==> src/rtl/sonic_st_pkg.sv <==
// Shared definitions for the sonic Avalon-ST adapters: ready-latency limit,
// default payload width and the width helper used to size counters and pointers.
package sonic_st_pkg;

    localparam int ST_MAX_RL = 4;
    localparam int ST_DATA_W = 72;

    // Ceiling log2; clog2(1) = 0, clog2(9) = 4.
    function automatic int clog2(input int value);
        int result;
        result = 0;
        for (int i = 0; i < 31; i++) begin
            if ((1 << i) < value) begin
                result = i + 1;
            end
        end
        return result;
    endfunction

endpackage

==> src/rtl/sonic_st_sync_fifo.sv <==
// Single-clock FIFO with explicit pointer wrap, so DEPTH may be any value >= 2.
// Head entry is read combinationally; storage itself is never reset.
module sonic_st_sync_fifo
    import sonic_st_pkg::*;
#(
    parameter  int DATA_W = ST_DATA_W,
    parameter  int DEPTH  = 8,
    localparam int CNT_W  = clog2(DEPTH + 1)
) (
    input  logic              clk,
    input  logic              reset,
    input  logic              push_i,
    input  logic              pop_i,
    input  logic [DATA_W-1:0] wr_data_i,
    output logic              full_o,
    output logic              empty_o,
    output logic [CNT_W-1:0]  count_o,
    output logic [DATA_W-1:0] head_data_o
);

    localparam int PTR_W = clog2(DEPTH);

    logic [DATA_W-1:0] mem_q [DEPTH];
    logic [PTR_W-1:0]  wr_ptr_q, wr_ptr_d;
    logic [PTR_W-1:0]  rd_ptr_q, rd_ptr_d;
    logic [CNT_W-1:0]  count_q, count_d;
    logic              do_wr, do_rd;

    function automatic logic [PTR_W-1:0] ptr_inc(input logic [PTR_W-1:0] ptr);
        return (ptr == PTR_W'(DEPTH - 1)) ? '0 : ptr + PTR_W'(1);
    endfunction

    assign full_o      = (count_q == CNT_W'(DEPTH));
    assign empty_o     = (count_q == '0);
    assign count_o     = count_q;
    assign head_data_o = mem_q[rd_ptr_q];

    // A pop in the same cycle frees the slot a write into a full FIFO needs.
    assign do_rd = pop_i && !empty_o;
    assign do_wr = push_i && (!full_o || do_rd);

    always_comb begin
        wr_ptr_d = wr_ptr_q;
        rd_ptr_d = rd_ptr_q;
        count_d  = count_q;
        if (do_wr) begin
            wr_ptr_d = ptr_inc(wr_ptr_q);
        end
        if (do_rd) begin
            rd_ptr_d = ptr_inc(rd_ptr_q);
        end
        case ({do_wr, do_rd})
            2'b10:   count_d = count_q + CNT_W'(1);
            2'b01:   count_d = count_q - CNT_W'(1);
            default: count_d = count_q;
        endcase
    end

    always_ff @(posedge clk) begin
        if (reset) begin
            wr_ptr_q <= '0;
            rd_ptr_q <= '0;
            count_q  <= '0;
        end else begin
            wr_ptr_q <= wr_ptr_d;
            rd_ptr_q <= rd_ptr_d;
            count_q  <= count_d;
        end
    end

    always_ff @(posedge clk) begin
        if (do_wr) begin
            mem_q[wr_ptr_q] <= wr_data_i;
        end
    end

endmodule

==> src/rtl/sonic_st_timing_adapter_rl.sv <==
// Avalon-ST timing adapter: upstream ready latency IN_RL to downstream latency 0,
// absorbing in-flight beats in a FIFO and accounting for any beats it had to drop.
module sonic_st_timing_adapter_rl
    import sonic_st_pkg::*;
#(
    parameter  int DATA_W     = ST_DATA_W,
    parameter  int IN_RL      = 1,
    parameter  int DEPTH      = 8,
    parameter  int DROP_CNT_W = 16,
    localparam int CNT_W      = clog2(DEPTH + 1)
) (
    input  logic                  clk,
    input  logic                  reset,
    output logic                  in_ready,
    input  logic                  in_valid,
    input  logic [DATA_W-1:0]     in_data,
    input  logic                  out_ready,
    output logic                  out_valid,
    output logic [DATA_W-1:0]     out_data,
    output logic                  overflow,
    output logic [DROP_CNT_W-1:0] drop_count,
    output logic [CNT_W-1:0]      fill_level
);

    if (IN_RL > ST_MAX_RL) begin : g_bad_rl
        $error("sonic_st_timing_adapter_rl: IN_RL=%0d exceeds %0d", IN_RL, ST_MAX_RL);
    end
    if (DEPTH < IN_RL + 2) begin : g_bad_depth
        $error("sonic_st_timing_adapter_rl: DEPTH=%0d below IN_RL+2", DEPTH);
    end

    logic                  fifo_full, fifo_empty;
    logic [CNT_W-1:0]      count;
    logic                  pop, wr_ok, drop;
    logic [CNT_W-1:0]      count_next;
    logic                  in_ready_q, in_ready_d;
    logic                  overflow_q, overflow_d;
    logic [DROP_CNT_W-1:0] drop_cnt_q, drop_cnt_d;

    function automatic logic [DROP_CNT_W-1:0] sat_inc(input logic [DROP_CNT_W-1:0] v);
        return (&v) ? v : v + DROP_CNT_W'(1);
    endfunction

    sonic_st_sync_fifo #(
        .DATA_W (DATA_W),
        .DEPTH  (DEPTH)
    ) u_fifo (
        .clk         (clk),
        .reset       (reset),
        .push_i      (in_valid),
        .pop_i       (pop),
        .wr_data_i   (in_data),
        .full_o      (fifo_full),
        .empty_o     (fifo_empty),
        .count_o     (count),
        .head_data_o (out_data)
    );

    assign out_valid  = !fifo_empty;
    assign pop        = out_valid && out_ready;
    assign wr_ok      = in_valid && (!fifo_full || pop);
    assign drop       = in_valid && fifo_full && !pop;
    assign in_ready   = in_ready_q;
    assign overflow   = overflow_q;
    assign drop_count = drop_cnt_q;
    assign fill_level = count;

    // Ready deasserts early enough that IN_RL beats already in flight still fit.
    always_comb begin
        count_next = count;
        case ({wr_ok, pop})
            2'b10:   count_next = count + CNT_W'(1);
            2'b01:   count_next = count - CNT_W'(1);
            default: count_next = count;
        endcase
        in_ready_d = (count_next <= CNT_W'(DEPTH - 1 - IN_RL));
        overflow_d = overflow_q || drop;
        drop_cnt_d = drop ? sat_inc(drop_cnt_q) : drop_cnt_q;
    end

    always_ff @(posedge clk) begin
        if (reset) begin
            in_ready_q <= 1'b0;
            overflow_q <= 1'b0;
            drop_cnt_q <= '0;
        end else begin
            in_ready_q <= in_ready_d;
            overflow_q <= overflow_d;
            drop_cnt_q <= drop_cnt_d;
        end
    end

endmodule
==> config.mk <==
export PLATFORM = sky130hd
export DESIGN_NAME = sonic_st_timing_adapter_rl
export DESIGN_NICKNAME = d
export VERILOG_FILES = /design/src/rtl/sonic_st_pkg.sv /design/src/rtl/sonic_st_sync_fifo.sv /design/src/rtl/sonic_st_timing_adapter_rl.sv
export SDC_FILE = /design/constraint.sdc
export NUM_CORES = 1
export LEC_CHECK = 0
export CAP_MARGIN = 0
export CORE_MARGIN = 2
export CORE_UTILIZATION = 42
export DETAILED_ROUTE_END_ITERATION = 12
export DONT_BUFFER_PORTS = 1
export SLEW_MARGIN = 15
export SYNTH_ARGS = -nofsm -noshare
export SYNTH_HDL_FRONTEND = slang
export SYNTH_HIERARCHICAL = 1
export SYNTH_SLANG_ARGS = --single-unit
==> constraint.sdc <==
create_clock -name clk -period 22.1 [get_ports clk]
set_input_delay 3.315 -clock clk [delete_from_list [all_inputs] [get_ports clk]]
set_output_delay 3.315 -clock clk [all_outputs]
set_load 0.02 [all_outputs]
---- After elaboration in Yosys (flattened, before gate mapping) ----
Memories as Yosys holds them, arrays and structs flattened. A register that Yosys moved wholly into a read port is not among the register bits.
Cells that the tools add are included.
W data, S select, Z words.
word-level totals
  register bits ........................... 28
  bits in latches ......................... 0
  bits in writable memories ............... 576
  ROM bits ................................ 0
  input port bits ......................... 76
  output and inout port bits .............. 95
  word-level logic and storage cells ...... 45
  memories ................................ 1
memory list
  name          words  width  read ports  clocked after memory_dff  wr ports  RTL line                  RTL
  u_fifo.mem_q  8      72     1           1                         1         sonic_st_sync_fifo.sv:23  logic [DATA_W-1:0] mem_q [DEPTH];
cells by class
  $add $sub $neg .......................... 5
  multipliers ............................. 0
  divide/modulo/power cells ............... 0
  order comparisons ....................... 1
  eq/ne operators ......................... 7
  shifts and indexed selects .............. 0
  mux-type cells .......................... 8
  bitwise operators ....................... 1
  reduce and logical (&&, ||, !) cells .... 16
operators by type and width
  cell                     count
  $add A16 B1 Y16 const B  1
  $pmux W4 S2              2
  $reduce_and A16 Y1       1
  $mux W3                  4
  $add A3 B1 Y3 const B    2
  $eq A3 B3 Y1 const B     2
  $logic_and A1 B1 Y1      6
  $add A4 B1 Y4 const B    1
  $eq A2 B1 Y1 const B     2
  $eq A2 B2 Y1 const B     2
  $eq A4 B4 Y1 const B     1
  $le A4 B3 Y1 const B     1
  $logic_not A4 Y1         1
  $sub A4 B1 Y4 const B    1
  $logic_not A1 Y1         3
  $logic_or A1 B1 Y1       3
  $mux W1                  2
  $reduce_and A2 Y1        1
  $reduce_bool A2 Y1       1
  $not A1 Y1               1

---- Longest topological paths before layout ----
  depth in word-level cells ............... 8
  depth in mapped cells ................... 13
  mapped depth without buffers ............ 12

---- By module ----
The synthesis kept the hierarchy.
modules (own cells, without submodules)
  module                      times used  cells an instance  area an instance (um^2)  seq. area each (um^2)
  sonic_st_sync_fifo          1           917                22628.0                  17556.8
  sonic_st_timing_adapter_rl  1           130                1069.8                   360.3

---- Worst setup path after synthesis ----
OpenSTA, ideal clock, no wires.
  path type ............................... input to register
  start point ............................. input out_ready
  end point ............................... memory u_fifo/mem_q[0][0] (netlist name), enable pin
  arrival ................................. 10616 ps
  data required time ...................... 21421 ps
  path slack .............................. 10804 ps
  stages on the path ...................... 5
  cells stage by stage .................... nand2b_2 > inv_2 > nand2b_1 > o21ai_4 > nor4_1
on the way
  longest elaborated chain between the ends .. 6
ends and longest elaborated chain
  item                           RTL line                          RTL
  start: declaration             sonic_st_timing_adapter_rl.sv:17  input logic out_ready,
  $logic_and A1 B1 Y1            sonic_st_timing_adapter_rl.sv:60  assign pop = out_valid && out_ready;
  named net pop                  sonic_st_timing_adapter_rl.sv:34  logic pop, wr_ok, drop;
  $logic_and A1 B1 Y1            sonic_st_sync_fifo.sv:39          assign do_rd = pop_i && !empty_o;
  $logic_or A1 B1 Y1             sonic_st_sync_fifo.sv:40          assign do_wr = push_i && (!full_o || do_rd);
  $logic_and A1 B1 Y1            sonic_st_sync_fifo.sv:40
  $mux W1                        sonic_st_sync_fifo.sv:72          if (do_wr) begin
  $mux W1 (not written as such)  sonic_st_sync_fifo.sv:73          mem_q[wr_ptr_q] <= wr_data_i;
  end: declaration               sonic_st_sync_fifo.sv:23
The timed path passes the listed nets, and every way through them passes these cells.

==> impl_results.md <==
* Outcome: finished clean
* Post-CTS resize count at 0
* CP Max Fanout at 49
* Design area at 26300 um^2
* P&R area growth vs syn at 11.0%
* Initial drt markers at 554
* CP arrival at 3.75 ns
* DR vias/cell at 5.48
* Worst Clk Skew at 0.0265 ns
* Skew-Pair Late Insertion Delay at 0.62 ns
* P_int at 2.02 mW
* Setup ws final at 15.04 ns
* Slowest cell on the critical path: buf_4
* Yosys reg bits at 607
* Worst EP required at 18.78 ns
* Clock period minus worst slack at 7.06 ns
* Worst Tran Pin Value at 1.12 ns
* GRT Total Usage at 15.9%
* Kind of critical path: reg -> out
* Async SR Flop Fraction at 0%
* Global-route wire length before repair at 70400 um
* PortBufs at 0
* Hold depth at 2
* Vias in the first global route at 11100
* MaxCap Viol Count at 0
* Final setup violation count at 0
* Initial antenna violation count at 0
* Worst Hold Class: reg -> reg
* Pwr per Cell Area at 102 nW/um^2
* # IOs at 171
* H-tree depth at 2
* Most common cell after layout, fill and taps aside: edfxtp_1
* TritonCTS clock tree: yes
* R2R Setup Slk at 17.99 ns
* Share of Yosys cell area claimed by the top area cell type at 73.0%
* Placed Area at 24500 um^2
* Yosys top cell by area: edfxtp_1
* Worst r2r src: u_fifo/count_o[0]
* Worst Setup Start Kind: flip-flop
* Core Box Area at 56100 um^2
* Mean post-synth cell area at 22.6 um^2
* Clock tree buffer depth at 3
* Critical-path cell list: buf_4 > buf_4 > mux4_2 > mux2_2
* # DRC at 0
* Inserted Diodes at 0
* RSZ-0062 raised after global routing: false
* Total Power at 2.68 mW
* Nets at 1169
* Max VDD drop at 0.0000645 V
* Combinational power share at 15.5%
* Clock sink total at 607
* Die X at 242 um
* Ys flop type: edfxtp_1
* Top post-synthesis cells by area: edfxtp_1 (73%), mux4_2 (14%), mux2_4 (3.8%), dfxtp_1 (2.6%), buf_12 (0.59%)
* Share of post-route cells with drive strength above 1 at 29.9%
* Routed Antenna Nets at 0
* Root Buffer: clkbuf_16
* Mapped Nets at 1135
* Max_slew headroom at 25.4%
* Crit path top cell by count: buf_4
* Pre-CTS setup slack at 15.53 ns
* Worst r2r path cells at 8
* Gate Count Post-Synth at 1047
* Die area at 58300 um^2
* HPWL after DPL at 25100 um
* TritonCTS Buffers at 60
* CP peak stage delay at 0.82 ns
* Vias at 10300
* Fillers at 4560
* Clock transition at path regs at 0.06 ns
* Largest net degree at the start of global routing at 56
* Synthesized cell area at 23700 um^2
* R2R Path End: u_fifo/mem_q[3][15]
* Hold_sp: u_fifo/rd_ptr_q[1]
* Cts hold-fix bufs at 0
* Post-layout util at 46.9%
* Clk pwr share at 34.6%
* Lkg Pwr at 8.03 nW
* NetSw at 653 uW
* Sw Ratio at 24.4%
* Buffers plus inverters on the worst setup path at 2
* CP top delay family: buffers and inverters
* Post-CTS Setup Bufs at 0
* Initial Util at 42.3%
* Final Routed Wirelength at 46100 um
* Die Y at 242 um
* Post-DR wirelength/cell at 24.5 um
* Global placement routability congestion at 0.706
* Flop pwr share at 49.9%
* Total number of yosys warnings at 6
* Commonest non-fill, non-tap cells in the layout: edfxtp_1 (576), mux4_2 (144), clkbuf_16 (62)
* FP Rows at 87
* Synth unique cells at 61
* CP Capture Type: output port
* Final period util at 32.0%
* Fmax at 0.142 GHz
* Sequential cell area fraction in the yosys report at 75.6%
* Grt total ovfl at 0
* Fin. max-slew vios at 0
* Number of synthesized flops with an enable pin at 576
* DRT Pass-1 Iters at 5
* TNS Setup at 0 ns
* Final hold viol count at 0
[sequential cells by signal, indices dropped and copies added, names as in the netlist, named ones only]
register	count
in_ready	1
u_fifo/count_o	4
u_fifo/rd_ptr_q	3
u_fifo/mem_q	576
drop_count	16
u_fifo/wr_ptr_q	3
overflow	1
[layout make-up]
cell class | instances | area [um^2] | share of cell area (%)
timing repair buffer | 19 | 143 | 0.542
clock inverter | 28 | 175 | 0.666
sequential | 607 | 17900 | 68.2
multi-input combinational | 381 | 5460 | 20.8
tap | 756 | 946 | 3.60
clock buffer | 76 | 1600 | 6.10
inverter | 12 | 45.0 | 0.171
[worst max path at each step]
stage               startpoint                  to  slack [ns]  cells after the start
detailed placement   flip-flop         out_data[1]       15.53                      4
global placement     flip-flop         out_data[3]       15.56                      4
floorplan            out_ready  u_fifo/mem_q[0][0]       10.80                      5
global route         flip-flop         out_data[1]       14.68                      4
CTS                  flip-flop         out_data[1]       14.87                      4
finish               flip-flop         out_data[1]       15.04                      4
[layer usage]
layer	share of wire (%)	track usage (%)	wire, um
met2	50	26.7	23200
met4	1.3	3.53	606
met3	6.9	5.24	3160
met1	42	20.2	19200
met5	0	0	0
[cell families after synthesis]
family | count (synthesis) | synth area share [%]
AOI/OAI and AO/OA | 52 | 1.50
xor gates and xnor gates | 4 | 0.148
adders and majority gates | 12 | 0.697
buffers and inverters | 59 | 1.56
DFF | 607 | 75.6
muxes | 219 | 18.2
and+or+nand+nor | 94 | 2.31
[tightest hold or removal path: cells and delay by family (launching register included)]
kind             cells  cell delay [ns]
flip-flops           1             0.31
AND/OR/NAND/NOR      1             0.05
AO/OA/AOI/OAI        1             0.06
[stage by stage]
| step | std cells | hold slack, ns |
|---|---|---|
| 6_report | 1879 | 0.470 |
| 5_1_grt | 1879 | 0.488 |
| 4_1_cts | 1879 | 0.475 |
| 3_5_place_dp | 1775 | 0.466 |
| 3_3_place_gp | 1775 | 0.451 |
| 2_1_floorplan | 1047 | 0.450 |
[Yosys cell counts (all sizes together) (10+ instances only)]
master / instances
edfxtp: 576
mux4: 144
mux2: 72
buf: 34
dfxtp: 31
a21oi: 21
nor3: 17
nand2: 14
nor2: 14
clkbuf: 13
inv: 11
ha: 10
[power by group through the flow]
stage | Combinational, mW | Clock, mW | Sequential [mW]
finish | 0.416 | 0.926 | 1.34
global route | 0.447 | 0.999 | 1.34
CTS | 0.429 | 0.954 | 1.34
detailed placement | 0.428 | 0 | 1.36
global placement | 0.425 | 0 | 1.36
floorplan | 0.382 | 0 | 1.35
No activity file was read; power rests on OpenSTA's default activity.
